[src/rtl/copy_job_arbiter_if.sv]
// Bus between the copy-job arbiter and its environment (requesters + copy engine).
// Signals:
//   req_i/src_addr_i/dst_addr_i/len_i  per-requester job requests, flattened by index
//   grant_o/done_o/err_o/busy_o        per-requester grant and completion status
//   eng_*                              start/abort/job fields to the engine, idle/done back
// Modports: slave = arbiter side, master = requesters/engine side.
interface copy_job_arbiter_if #(
  parameter int unsigned NREQ   = 4,
  parameter int unsigned ADDR_W = 32,
  parameter int unsigned LEN_W  = 16
);
  logic [NREQ-1:0]        req_i;
  logic [NREQ*ADDR_W-1:0] src_addr_i;
  logic [NREQ*ADDR_W-1:0] dst_addr_i;
  logic [NREQ*LEN_W-1:0]  len_i;
  logic [NREQ-1:0]        grant_o;
  logic [NREQ-1:0]        done_o;
  logic                   err_o;
  logic                   busy_o;
  logic                   eng_start_o;
  logic                   eng_abort_o;
  logic [ADDR_W-1:0]      eng_src_o;
  logic [ADDR_W-1:0]      eng_dst_o;
  logic [LEN_W-1:0]       eng_len_o;
  logic                   eng_idle_i;
  logic                   eng_done_i;

  modport slave (
    input  req_i, src_addr_i, dst_addr_i, len_i, eng_idle_i, eng_done_i,
    output grant_o, done_o, err_o, busy_o, eng_start_o, eng_abort_o,
           eng_src_o, eng_dst_o, eng_len_o
  );

  modport master (
    output req_i, src_addr_i, dst_addr_i, len_i, eng_idle_i, eng_done_i,
    input  grant_o, done_o, err_o, busy_o, eng_start_o, eng_abort_o,
           eng_src_o, eng_dst_o, eng_len_o
  );
endinterface

[src/rtl/copy_job_arbiter.sv]
// Round-robin scheduler of block-copy jobs from NREQ requesters onto one copy engine.
// Latches the winner's src/dst/len, pulses engine start once the engine is idle,
// waits for done under a watchdog (abort + error on timeout) and returns a
// one-cycle done pulse to the granted requester.
// Ports:
//   clk, rst_n  clock, asynchronous active-low reset
//   bus         copy_job_arbiter_if.slave (requests, grants, engine control/status)
// eng_start_o and eng_abort_o are combinational (gated by eng_idle_i / eng_done_i);
// all other outputs are registered.
module copy_job_arbiter #(
  parameter int unsigned NREQ    = 4,
  parameter int unsigned ADDR_W  = 32,
  parameter int unsigned LEN_W   = 16,
  parameter int unsigned TIMEOUT = 1024
) (
  input logic                clk,
  input logic                rst_n,
  copy_job_arbiter_if.slave  bus
);

  localparam int unsigned IDX_W = (NREQ > 1) ? $clog2(NREQ) : 1;
  localparam int unsigned WD_W  = (TIMEOUT > 1) ? $clog2(TIMEOUT) : 1;

  localparam logic [1:0] S_IDLE  = 2'd0;
  localparam logic [1:0] S_START = 2'd1;
  localparam logic [1:0] S_WAIT  = 2'd2;
  localparam logic [1:0] S_DONE  = 2'd3;

  logic [1:0]        state_q, state_d;
  logic [IDX_W-1:0]  ptr_q, ptr_d;
  logic [IDX_W-1:0]  idx_q, idx_d;
  logic [WD_W-1:0]   wdog_q, wdog_d;
  logic [ADDR_W-1:0] src_q, src_d;
  logic [ADDR_W-1:0] dst_q, dst_d;
  logic [LEN_W-1:0]  len_q, len_d;
  logic [NREQ-1:0]   grant_q, done_q;
  logic              err_q, err_d;
  logic              busy_q;
  logic              timeout_hit;

  logic              win_found;
  logic [IDX_W-1:0]  win_idx;
  logic [IDX_W:0]    cand;

  // Round-robin search: first set request at or above the pointer, wrapping.
  always_comb begin
    win_found = 1'b0;
    win_idx   = '0;
    cand      = '0;
    for (int unsigned i = 0; i < NREQ; i++) begin
      cand = {1'b0, ptr_q} + (IDX_W+1)'(i);
      if (cand >= (IDX_W+1)'(NREQ)) cand = cand - (IDX_W+1)'(NREQ);
      if (!win_found && bus.req_i[cand[IDX_W-1:0]]) begin
        win_found = 1'b1;
        win_idx   = cand[IDX_W-1:0];
      end
    end
  end

  assign timeout_hit = (wdog_q == WD_W'(TIMEOUT - 1));

  // Next-state and datapath updates.
  always_comb begin
    state_d = state_q;
    ptr_d   = ptr_q;
    idx_d   = idx_q;
    wdog_d  = wdog_q;
    src_d   = src_q;
    dst_d   = dst_q;
    len_d   = len_q;
    err_d   = 1'b0;
    case (state_q)
      S_IDLE: begin
        if (win_found) begin
          idx_d   = win_idx;
          src_d   = bus.src_addr_i[32'(win_idx)*ADDR_W +: ADDR_W];
          dst_d   = bus.dst_addr_i[32'(win_idx)*ADDR_W +: ADDR_W];
          len_d   = bus.len_i[32'(win_idx)*LEN_W +: LEN_W];
          // Zero-length jobs complete without touching the engine.
          state_d = (len_d == '0) ? S_DONE : S_START;
        end
      end
      S_START: begin
        if (bus.eng_idle_i) begin
          state_d = S_WAIT;
          wdog_d  = '0;
        end
      end
      S_WAIT: begin
        wdog_d = wdog_q + WD_W'(1);
        // Engine done wins over a same-cycle timeout.
        if (bus.eng_done_i) begin
          state_d = S_DONE;
        end else if (timeout_hit) begin
          state_d = S_DONE;
          err_d   = 1'b1;
        end
      end
      S_DONE: begin
        ptr_d   = (idx_q == IDX_W'(NREQ - 1)) ? '0 : idx_q + IDX_W'(1);
        state_d = S_IDLE;
      end
      default: state_d = S_IDLE;
    endcase
  end

  // State, datapath and registered outputs (decoded from next state).
  always_ff @(posedge clk or negedge rst_n) begin
    if (!rst_n) begin
      state_q <= S_IDLE;
      ptr_q   <= '0;
      idx_q   <= '0;
      wdog_q  <= '0;
      src_q   <= '0;
      dst_q   <= '0;
      len_q   <= '0;
      grant_q <= '0;
      done_q  <= '0;
      err_q   <= 1'b0;
      busy_q  <= 1'b0;
    end else begin
      state_q <= state_d;
      ptr_q   <= ptr_d;
      idx_q   <= idx_d;
      wdog_q  <= wdog_d;
      src_q   <= src_d;
      dst_q   <= dst_d;
      len_q   <= len_d;
      grant_q <= (state_d != S_IDLE) ? (NREQ'(1) << idx_d) : '0;
      done_q  <= (state_d == S_DONE) ? (NREQ'(1) << idx_d) : '0;
      err_q   <= err_d;
      busy_q  <= (state_d != S_IDLE);
    end
  end

  assign bus.grant_o     = grant_q;
  assign bus.done_o      = done_q;
  assign bus.err_o       = err_q;
  assign bus.busy_o      = busy_q;
  assign bus.eng_src_o   = src_q;
  assign bus.eng_dst_o   = dst_q;
  assign bus.eng_len_o   = len_q;
  assign bus.eng_start_o = (state_q == S_START) && bus.eng_idle_i;
  assign bus.eng_abort_o = (state_q == S_WAIT) && !bus.eng_done_i && timeout_hit;

endmodule

[src/flat_wrapper.sv]
// flat-port wrapper written by rule: the top's interface ports become plain ports
module copy_job_arbiter_flat 
#(
  parameter int unsigned NREQ    = 4,
  parameter int unsigned ADDR_W  = 32,
  parameter int unsigned LEN_W   = 16,
  parameter int unsigned TIMEOUT = 1024
)
  (clk, rst_n, bus_req_i, bus_src_addr_i, bus_dst_addr_i, bus_len_i, bus_eng_idle_i, bus_eng_done_i, bus_grant_o, bus_done_o, bus_err_o, bus_busy_o, bus_eng_start_o, bus_eng_abort_o, bus_eng_src_o, bus_eng_dst_o, bus_eng_len_o);
  copy_job_arbiter_if #(.NREQ(NREQ), .ADDR_W(ADDR_W), .LEN_W(LEN_W)) bus_i ();
  input logic clk;
  input logic rst_n;
  input wire logic [$bits(bus_i.req_i)-1:0] bus_req_i;
  input wire logic [$bits(bus_i.src_addr_i)-1:0] bus_src_addr_i;
  input wire logic [$bits(bus_i.dst_addr_i)-1:0] bus_dst_addr_i;
  input wire logic [$bits(bus_i.len_i)-1:0] bus_len_i;
  input wire logic [$bits(bus_i.eng_idle_i)-1:0] bus_eng_idle_i;
  input wire logic [$bits(bus_i.eng_done_i)-1:0] bus_eng_done_i;
  output wire logic [$bits(bus_i.grant_o)-1:0] bus_grant_o;
  output wire logic [$bits(bus_i.done_o)-1:0] bus_done_o;
  output wire logic [$bits(bus_i.err_o)-1:0] bus_err_o;
  output wire logic [$bits(bus_i.busy_o)-1:0] bus_busy_o;
  output wire logic [$bits(bus_i.eng_start_o)-1:0] bus_eng_start_o;
  output wire logic [$bits(bus_i.eng_abort_o)-1:0] bus_eng_abort_o;
  output wire logic [$bits(bus_i.eng_src_o)-1:0] bus_eng_src_o;
  output wire logic [$bits(bus_i.eng_dst_o)-1:0] bus_eng_dst_o;
  output wire logic [$bits(bus_i.eng_len_o)-1:0] bus_eng_len_o;
  assign bus_i.req_i = bus_req_i;
  assign bus_i.src_addr_i = bus_src_addr_i;
  assign bus_i.dst_addr_i = bus_dst_addr_i;
  assign bus_i.len_i = bus_len_i;
  assign bus_i.eng_idle_i = bus_eng_idle_i;
  assign bus_i.eng_done_i = bus_eng_done_i;
  assign bus_grant_o = bus_i.grant_o;
  assign bus_done_o = bus_i.done_o;
  assign bus_err_o = bus_i.err_o;
  assign bus_busy_o = bus_i.busy_o;
  assign bus_eng_start_o = bus_i.eng_start_o;
  assign bus_eng_abort_o = bus_i.eng_abort_o;
  assign bus_eng_src_o = bus_i.eng_src_o;
  assign bus_eng_dst_o = bus_i.eng_dst_o;
  assign bus_eng_len_o = bus_i.eng_len_o;
  copy_job_arbiter #(.NREQ(NREQ), .ADDR_W(ADDR_W), .LEN_W(LEN_W), .TIMEOUT(TIMEOUT)) u_core (.clk(clk), .rst_n(rst_n), .bus(bus_i));
endmodule
[config.mk]
export PLATFORM = sky130hd
export DESIGN_NAME = copy_job_arbiter_flat
export DESIGN_NICKNAME = d
export VERILOG_FILES = /design/src/rtl/copy_job_arbiter_if.sv /design/src/rtl/copy_job_arbiter.sv /design/src/flat_wrapper.sv
export SDC_FILE = /design/constraint.sdc
export NUM_CORES = 1
export LEC_CHECK = 0
export ABC_CLOCK_PERIOD_IN_PS = 3300
export BUFFER_PORTS_ARGS = -buffer_cell sky130_fd_sc_hd__buf_2
export CAP_MARGIN = 20
export CORE_AREA = 2 2 161 163
export DETAILED_ROUTE_END_ITERATION = 10
export DIE_AREA = 0 0 163 165
export PLACE_DENSITY = 0.51
export SYNTH_ARGS = -nofsm -noshare
export SYNTH_HDL_FRONTEND = slang
export SYNTH_SLANG_ARGS = --single-unit
[constraint.sdc]
create_clock -name clk -period 3.3 [get_ports clk]
set_input_delay 0.99 -clock clk [delete_from_list [all_inputs] [get_ports clk]]
set_output_delay 0.99 -clock clk [all_outputs]
set_load 0.02 [all_outputs]
# ---- After elaboration in Yosys (flattened, before gate mapping)
# Cells that the tools add are included.
dict set report classes {
  n_addsub 9
  order_cmp 8
  eq_ne 7
  shift 4
  muxes 36
  reduce_logical 16
}
# op n
set op_table {}
lappend op_table {{$shiftx A128 B8 Y32} 2}
lappend op_table {{$shiftx A64 B7 Y16} 1}
lappend op_table {{$mux W2} 16}
lappend op_table {{$pmux W10 S2} 1}
lappend op_table {{$logic_not A16 Y1} 1}
lappend op_table {{$lt A2 B3 Y1 const B} 4}
lappend op_table {{$mux W1} 11}
lappend op_table {{$add A10 B1 Y10 const B} 1}
lappend op_table {{$eq A10 B10 Y1 const B} 1}
lappend op_table {{$mux W10} 1}
lappend op_table {{$ge A3 B3 Y1 const B} 3}
lappend op_table {{$bmux W1 S2} 4}
lappend op_table {{$eq A2 B2 Y1 const B} 4}
lappend op_table {{$mux W4} 2}
lappend op_table {{$pmux W2 S4} 1}
lappend op_table {{$sub A2 B1 Y2 const B} 4}
lappend op_table {{$add A2 B2 Y3 const B} 2}
lappend op_table {{$logic_and A1 B1 Y1} 6}
lappend op_table {{$logic_not A1 Y1} 4}
lappend op_table {{$reduce_and A2 Y1} 2}
lappend op_table {{$reduce_bool A2 Y1} 2}
lappend op_table {{$shl A1 B2 Y4 const A} 1}
lappend op_table {{$add A2 B1 Y3 const B} 1}
lappend op_table {{$ge A2 B3 Y1 const B} 1}
lappend op_table {{4 further kinds} 4}
dict set report totals {
  reg_bits 106
  in_bits 328
  output_inout_bits 92
  word_cells 91
}

# ---- Logic depth before layout (Yosys ltp)
# Gate-level depths: netlist of run 1.
dict set report depth {
  depth_word 21
  depth_mapped 12
  mapped_depth_nobuf 8
}

# ---- Least setup slack after synthesis of run 1
# No wires, ideal clock.
dict set report synth_path {
  path_kind {input -> register}
  startpoint {input bus_req_i[2]}
  endpoint {register u_core.done_q[0], in the netlist u_core.bus.done_o[0]}
  arrival_ns 3.341
  setup_slack_ns -0.119
  stages 10
  path_buffers 2
  cell_sequence {nor2b_1 -> or4b_4 -> and2_4 -> buf_6 -> buf_6 -> nand2_1 -> a32oi_1 -> or4_1 -> or4_4 -> a21oi_1}
}
dict set report synth_via {
  elab_chain_len 19
}
# item line_no
set synth_lines {}
lappend synth_lines {{from (decl)} flat_wrapper.sv:13} ;# input wire logic [$bits(bus_i.req_i)-1:0] bus_req_i;
lappend synth_lines {{$bmux W1 S2} copy_job_arbiter.sv:53} ;# if (!win_found && bus.req_i[cand[IDX_W-1:0]]) begin
lappend synth_lines {{$mux W1 (implied by the code)} copy_job_arbiter.sv:53}
lappend synth_lines {{$mux W1} copy_job_arbiter.sv:53}
lappend synth_lines {{$logic_not A1 Y1} copy_job_arbiter.sv:53}
lappend synth_lines {{$logic_and A1 B1 Y1} copy_job_arbiter.sv:53}
lappend synth_lines {{$mux W1} copy_job_arbiter.sv:53}
lappend synth_lines {{$logic_not A1 Y1} copy_job_arbiter.sv:53}
lappend synth_lines {{$logic_and A1 B1 Y1} copy_job_arbiter.sv:53}
lappend synth_lines {{[3 not listed]} --}
lappend synth_lines {{$mux W2} copy_job_arbiter.sv:53}
lappend synth_lines {{$shiftx A64 B7 Y16} copy_job_arbiter.sv:78} ;# len_d = bus.len_i[32'(win_idx)*LEN_W +: LEN_W];
lappend synth_lines {{$logic_not A16 Y1} copy_job_arbiter.sv:80} ;# state_d = (len_d == '0) ? S_DONE : S_START;
lappend synth_lines {{$mux W2} copy_job_arbiter.sv:80}
lappend synth_lines {{$mux W2} copy_job_arbiter.sv:74} ;# if (win_found) begin
lappend synth_lines {{$pmux W2 S4} copy_job_arbiter.sv:72} ;# case (state_q)
lappend synth_lines {{$eq A2 B2 Y1} copy_job_arbiter.sv:130} ;# done_q <= (state_d == S_DONE) ? (NREQ'(1) << idx_d) : '0;
lappend synth_lines {{$mux W4 *} copy_job_arbiter.sv:130}
lappend synth_lines {{to (signal assigned)} copy_job_arbiter.sv:130}
lappend synth_lines {{to (decl)} copy_job_arbiter.sv:36} ;# logic [NREQ-1:0] grant_q, done_q;
# Every way passes the cells marked *; elsewhere a longest branch is shown, timed or not. The select of a mux whose other input is x is not followed.
# A chain may end at the register's enable or synchronous reset.

# ---- Worst setup path in the final report of run 1
dict set report layout_path {
  startpoint {input bus_req_i[0]}
  endpoint {register u_core.done_q[3], in the netlist u_core.bus.done_o[3]}
}
# The elaborated chain is that of the path after synthesis.

==> impl_metrics.tcl, run 1 <==
set metrics [dict create \
    status "finished clean" \
    regArea_mm2 0.002653 \
    critPathRequiredTime_ns 3.58 \
    drive_gt1_frac 0.3681 \
    fillerInstances 2732 \
    initial_core_util 0.2590 \
    synth_flop_cell "dfrtp_1" \
    synth_edf_count 0 \
    grt_max_degree 100 \
    leakagePower_nw 5.088 \
    io-pin-count 420 \
    p_per_area_mw_per_mm2 875.1 \
    ys_top_cells_by_count "nand2_1, o21ai_0, dfrtp_1" \
    avgRoutedWirePerCell_um 15.12 \
    hold_path_class "reg -> reg" \
    via_per_inst 4.535 \
    ys_async_sr_fraction 1.000 \
    clockBufferDepth 2 \
    chipWidth_um 163 \
    htree_num_levels 3 \
    dieArea_mm2 0.02690 \
    path_clk_slew_ns 0.08 \
    synth_top_area_share 0.4090 \
    setup_violations 0 \
    worst_pin_slew_ns 0.9156 \
    drtIter0Drc 274 \
    vias 7537 \
    area_growth_pct 43.74 \
    setup_ws_ns 0.04091 \
    portBuffers 419 \
    gp_congestion 0.9395 \
    synth_nets 1265 \
    core-area_mm2 0.02504 \
    yosysTopAreaCell "dfrtp_1" \
    ant_nets 0 \
    crit_path_end_kind "flop" \
    arrival_ns 3.54 \
    clock_skew_ns 0.01307 \
    multi_input_comb_area_mm2 0.003587 \
    grt_antenna_before_repair 1 \
    relSlewSlack 0.3896 \
    clk_latency_ns 0.35 \
    start_kind "input port" \
    post-route-drc-count 0 \
    ir_drop_mv 0.4831 \
    postSynthCellCount 935 \
    grt_pass1_vias 7332 \
    synth_most_common_cell "nand2_1" \
    yosysWarnings 0 \
    wirelength_um 25130 \
    finalHoldViolations 0 \
    cts_setup_buffers 0 \
    grt.overflow.total 0 \
    dr.pass1.iters 5 \
    rsz0062_at_grt "false" \
    synth.area.top_cells "dfrtp_1, nand2_1, o21ai_0, nand3_1, clkbuf_1" \
    synth_cell_types 34 \
    finalCritPeriodShare 0.9876 \
    final_nets 1656 \
    cap_violations 0 \
    max_freq_mhz 306.8 \
    dpl_worst_slack_ns -0.3434 \
    critical_path_class "in -> reg" \
    netlist_area_mm2 0.006485 \
    grt_pass1_wl_um 38360 \
    dp_hpwl_um 19770 \
    fin_crit_ns 3.259 \
    cts_root_buf "clkbuf_16" \
    num_rows 58 \
    synth_area_per_cell_um2 6.936 \
    seq_area_frac_synth 0.4090 \
    die_y_um 165 \
    synth_seq_cells 106 \
    path_max_fanout 8 \
    final-max-slew-violation-count 0 \
    clock_sinks 106 \
    cts_tree "yes" \
    timing.hold.ws_ns 0.4736 \
    cts_buffers 9 \
    grt_usage 0.1818 \
]
==> flip-flops by register name (all words and copies together), names as in the netlist <==
name / cells
u_core.state_q: 2
u_core.wdog_q: 10
u_core.bus.err_o: 1
u_core.bus.eng_len_o: 16
u_core.bus.grant_o: 4
u_core.bus.busy_o: 1
u_core.bus.eng_dst_o: 32
u_core.ptr_q: 2
u_core.idx_q: 2
u_core.bus.done_o: 4
u_core.bus.eng_src_o: 32
==> through the flow <==
step | TNS, ns | instance area (um^2) | total power, mW | utilization | cells
5_1_grt | 0 | 9319 | 8.933 | 0.3722 | 1661
4_1_cts | 0 | 9300 | 8.271 | 0.3715 | 1660
3_3_place_gp | -1.350 | 9012 | 7.133 | 0.3600 | 1644
2_1_floorplan | -0.4821 | 6496 | 5.380 | - | 935
3_5_place_dp | -1.605 | 9012 | 7.170 | 0.3600 | 1644
6_report | 0 | 9321 | 8.157 | 0.3723 | 1662
==> final cells by class <==
type / count / area share
multi-input cells: 757 / 0.3848
flip-flops and latches: 106 / 0.2846
repair buffers: 447 / 0.2532
well taps: 330 / 0.04430
clock buffers: 11 / 0.02604
clock inverters: 5 / 0.004832
inverters: 5 / 0.002013
diodes: 1 / 0.0002685
==> path summary, 6_finish.rpt <==
kind / startpoint / end / slack [ns] / cells past startpoint
max: bus_req_i[0] / u_core.bus.done_o[3] / 0.04 / 9
min: u_core.bus.eng_src_o[7] / u_core.bus.eng_src_o[7] / 0.47 / 2
max reg2reg: u_core.ptr_q[0] / u_core.bus.done_o[3] / 0.41 / 8
min reg2reg: u_core.bus.eng_src_o[7] / u_core.bus.eng_src_o[7] / 0.47 / 2
max in group asynchronous: rst_n / u_core.bus.eng_dst_o[11] / 1.87 / 2
min in group asynchronous: rst_n / u_core.bus.eng_len_o[12] / 0.60 / 1
==> routing by layer <==
metal | track usage | up-vias | routed length, um
li1 | - | 3872 | -
met1 | 0.2241 | 3378 | 10550
met2 | 0.3155 | 255 | 12320
met3 | 0.04194 | 32 | 1663
met4 | 0.05591 | 0 | 585
met5 | 0 | - | 0
==> cell families after synthesis <==
group | count (synthesis) | share of synthesized area
flops | 106 | 0.4090
simple gates | 541 | 0.3386
buf+inv | 73 | 0.04515
fa+ha+maj | 2 | 0.003858
compound gates | 178 | 0.1464
xor+xnor | 1 | 0.001351
mux | 34 | 0.05557
==> cells in the final DEF (no fill, tap or decap), types with 2 or more instances in the layout <==
master,count
buf_2,418
nand4_1,4
nand2b_1,2
dfrtp_1,106
nand2_1,431
or4b_4,2
a21oi_2,3
or4_1,2
mux2_2,16
nor2_1,13
o21ai_0,145
nor2b_1,5
a31oi_1,2
a21oi_1,12
inv_1,5
a32oi_1,8
mux2i_1,18
clkbuf_16,9
nand3_1,75
buf_4,25
clkinv_4,2
o31ai_1,2
ha_1,2
buf_12,4
nor3_1,2
==> where the power goes <==
| part | total, mW | switching [mW] | internal [mW] |
|---|---|---|---|
| Sequential | 2.22 | 0.324 | 1.90 |
| Clock | 1.07 | 0.523 | 0.545 |
| Combinational | 4.87 | 3.18 | 1.68 |
| Total | 8.16 | 4.03 | 4.13 |
==> critical path, stage by stage <==
cell,delay [ns]
buf_2,0.12
nor2b_1,0.14
or4b_4,0.53
and2_2,0.29
nand2_1,0.09
a32oi_1,0.12
or4_1,0.49
or4_4,0.61
a21oi_1,0.16
==> what timing repair did <==
action,in CTS,in global routing
hold buffers,0,0
resized for setup,0,3
endpoints found under the setup margin,0,4
Note: power is estimated with default switching activity, not from simulation.
==> inputs of run 2 (changes only) <==
--- a/config.mk
+++ b/config.mk
@@ -9,9 +9,11 @@
 export BUFFER_PORTS_ARGS = -buffer_cell sky130_fd_sc_hd__buf_2
 export CAP_MARGIN = 20
 export CORE_AREA = 2 2 161 163
+export CTS_CLUSTER_DIAMETER = 60
 export DETAILED_ROUTE_END_ITERATION = 10
 export DIE_AREA = 0 0 163 165
-export PLACE_DENSITY = 0.51
+export PLACE_DENSITY = 0.56
+export SETUP_SLACK_MARGIN = 0.5
 export SYNTH_ARGS = -nofsm -noshare
 export SYNTH_HDL_FRONTEND = slang
 export SYNTH_SLANG_ARGS = --single-unit
==> run 2 against run 1 <==
Against the previous run:
- routed wire length rose by 0.87%
- register-to-register slack is essentially flat
- non-clock buffer count increased by 5
- clock power up 20%
- sequential share of layout area decreased by 0.89 points
- core utilization rose by 1.2 points
- critical path depth is 1 higher
- hold slack better by 0.0014 ns
- flip-flop and latch count did not move
- largest power group unchanged
- critical endpoint is now u_core.bus.done_o[0]
- clock skew up 0.0027 ns
- global-route usage decreased by 0.31 points
==> impl_metrics.tcl, run 2 (synthesis results as in run 1) <==
set metrics [dict create \
    status "finished clean" \
    rsz0062_at_grt "true" \
    arrival_ns 3.51 \
    max_freq_mhz 309.9 \
    clockBufferDepth 2 \
    dp_hpwl_um 19290 \
    reg2reg_depth 9 \
    vias 7652 \
    core-area_mm2 0.02504 \
    grt_usage 0.1787 \
    avgRoutedWirePerCell_um 15.20 \
    crit_slowest_cell "or4_4" \
    finalPower_mw 8.616 \
    clk_latency_ns 0.35 \
    r2r_slack_ns 0.41 \
    r2r-start "u_core.ptr_q[0]" \
    path_clk_slew_ns 0.07 \
    ant_nets 0 \
    seq_power_share 0.260 \
    final_cell_mix "nand2_1, buf_2, o21ai_0" \
    wirelength_um 25350 \
    critPathRequiredTime_ns 3.58 \
    finalHoldViolations 0 \
    post_dp_cell_area_mm2 0.008977 \
    cts_tree "yes" \
    portBuffers 419 \
    drive_gt1_frac 0.3787 \
    cts_buffers 9 \
    final_nets 1661 \
    setup_violations 0 \
    worst_pin_slew_ns 0.8262 \
    final-max-slew-violation-count 0 \
    startpoint "bus_req_i[2]" \
    swShare 0.4784 \
    die_y_um 165 \
    clock_skew_ns 0.01574 \
    fin_crit_ns 3.227 \
    cap_violations 0 \
    crit_path_end_kind "flop" \
    chipWidth_um 163 \
    grt_max_degree 107 \
    path_cells "buf_8, nor2b_4, or4b_4, buf_6, and2_4, nand2_2, a32oi_2, or4_1, or4_4, a21oi_2" \
    fin_area_mm2 0.009623 \
    grt_pass1_wl_um 37690 \
    cts_root_buf "clkbuf_16" \
    gp_congestion 0.8748 \
    p_comb_frac 0.591 \
    start_kind "input port" \
    p_clk_frac 0.149 \
    critical_path.endpoint "u_core.bus.done_o[0]" \
    io-pin-count 420 \
    final_cells 1667 \
    critical-path-max-stage-delay_ns 0.61 \
    finalCritPeriodShare 0.9780 \
    area_growth_pct 48.39 \
    intPower_mw 4.495 \
    final.setup.tns_ns 0 \
    ir_drop_mv 0.8745 \
    htree_num_levels 3 \
    clock_sinks 106 \
    fillerInstances 2739 \
    hold_path_class "reg -> reg" \
    initial_core_util 0.2590 \
    p_switching_mw 4.122 \
    p_per_area_mw_per_mm2 895.4 \
    grt.overflow.total 0 \
    post-route-drc-count 0 \
    dp.cells 1641 \
    via_per_inst 4.590 \
    grt_pass1_vias 7073 \
    drtIter0Drc 404 \
    critical_path_class "in -> reg" \
    final_common_cell "nand2_1" \
    r2r-end "u_core.bus.done_o[0]" \
    grt_antenna_before_repair 1 \
    dieArea_mm2 0.02690 \
    leakagePower_nw 5.213 \
    relSlewSlack 0.4492 \
    path_max_fanout 8 \
    dr.pass1.iters 5 \
    num_rows 58 \
]
-- run 2: changes by cell type in the layout (fill, tap and decap cells not counted), moves of 3 or more --
cell	previous run	this run
o21ai_0	145	132
o21ai_1	0	13
buf_6	0	5
buf_4	25	21
buf_2	418	415
buf_8	0	3
bufinv_16	0	3
-- run 2: per-layer routing --
metal  global-route usage  routed length, um  vias to the layer above
li1                     -                  -                     3888
met1               0.2305              10860                     3468
met2               0.3026              12450                      269
met3              0.03440               1542                       27
met4              0.05551                486                        0
met5                    0                  0                        -
-- run 2: repair_timing --
| item | CTS | global route |
|---|---|---|
| cloned | 2 | 1 |
| resized for setup | 27 | 32 |
| buffers inserted | 4 | 2 |
| hold buffers | 0 | 0 |
| endpoints found under the setup margin | 49 | 65 |
| pin swaps | 6 | 9 |
-- run 2: power by group through the flow --
stage | combinational [mW] | sequential, mW | clock (mW)
floorplan | 2.58 | 2.85 | 0
global placement | 4.80 | 2.24 | 0
detailed placement | 4.84 | 2.26 | 0
CTS | 4.99 | 2.25 | 1.34
global route | 5.67 | 2.33 | 1.39
finish | 5.09 | 2.24 | 1.28
-- run 2: how the worst min path moves through the flow --
stage / start / depth (start not counted) / slack, ns / end
finish: u_core.bus.eng_src_o[16] / 2 / 0.48 / u_core.bus.eng_src_o[16]
global route: u_core.wdog_q[5] / 1 / 0.51 / u_core.wdog_q[5]
CTS: u_core.bus.eng_src_o[16] / 2 / 0.48 / u_core.bus.eng_src_o[16]
detailed placement: u_core.bus.eng_src_o[9] / 2 / 0.46 / u_core.bus.eng_src_o[9]
global placement: u_core.bus.eng_src_o[28] / 2 / 0.46 / u_core.bus.eng_src_o[28]
floorplan: u_core.wdog_q[6] / 1 / 0.44 / u_core.wdog_q[6]
-- run 2: area by class of cell --
| cell class | instances | area (um^2) | area share |
|---|---|---|---|
| flip-flops and latches | 106 | 2653 | 0.2756 |
| multi-input cells | 757 | 3672 | 0.3816 |
| clock buffers | 10 | 229.0 | 0.02379 |
| inverters | 5 | 18.77 | 0.001950 |
| diodes | 1 | 2.502 | 0.0002600 |
| well taps | 330 | 412.9 | 0.04291 |
| repair buffers | 452 | 2516 | 0.2615 |
| clock inverters | 6 | 118.9 | 0.01235 |
-- run 2: worst max-delay path, delay by kind of cell --
family,cells,cell delay [ns]
and+or+nand+nor,6,2.03
AOI/OAI and AO/OA,2,0.25
buffers and inverters,2,0.24
-- run 2: through the flow --
| stage | hold WS, ns | util | worst slack [ns] |
|---|---|---|---|
| floorplan | 0.4448 | - | -0.1140 |
| global placement | 0.4568 | 0.3586 | -0.2456 |
| detailed placement | 0.4643 | 0.3586 | -0.3071 |
| CTS | 0.4815 | 0.3790 | 0.1111 |
| global route | 0.5070 | 0.3844 | 0.04877 |
| finish | 0.4750 | 0.3844 | 0.07268 |
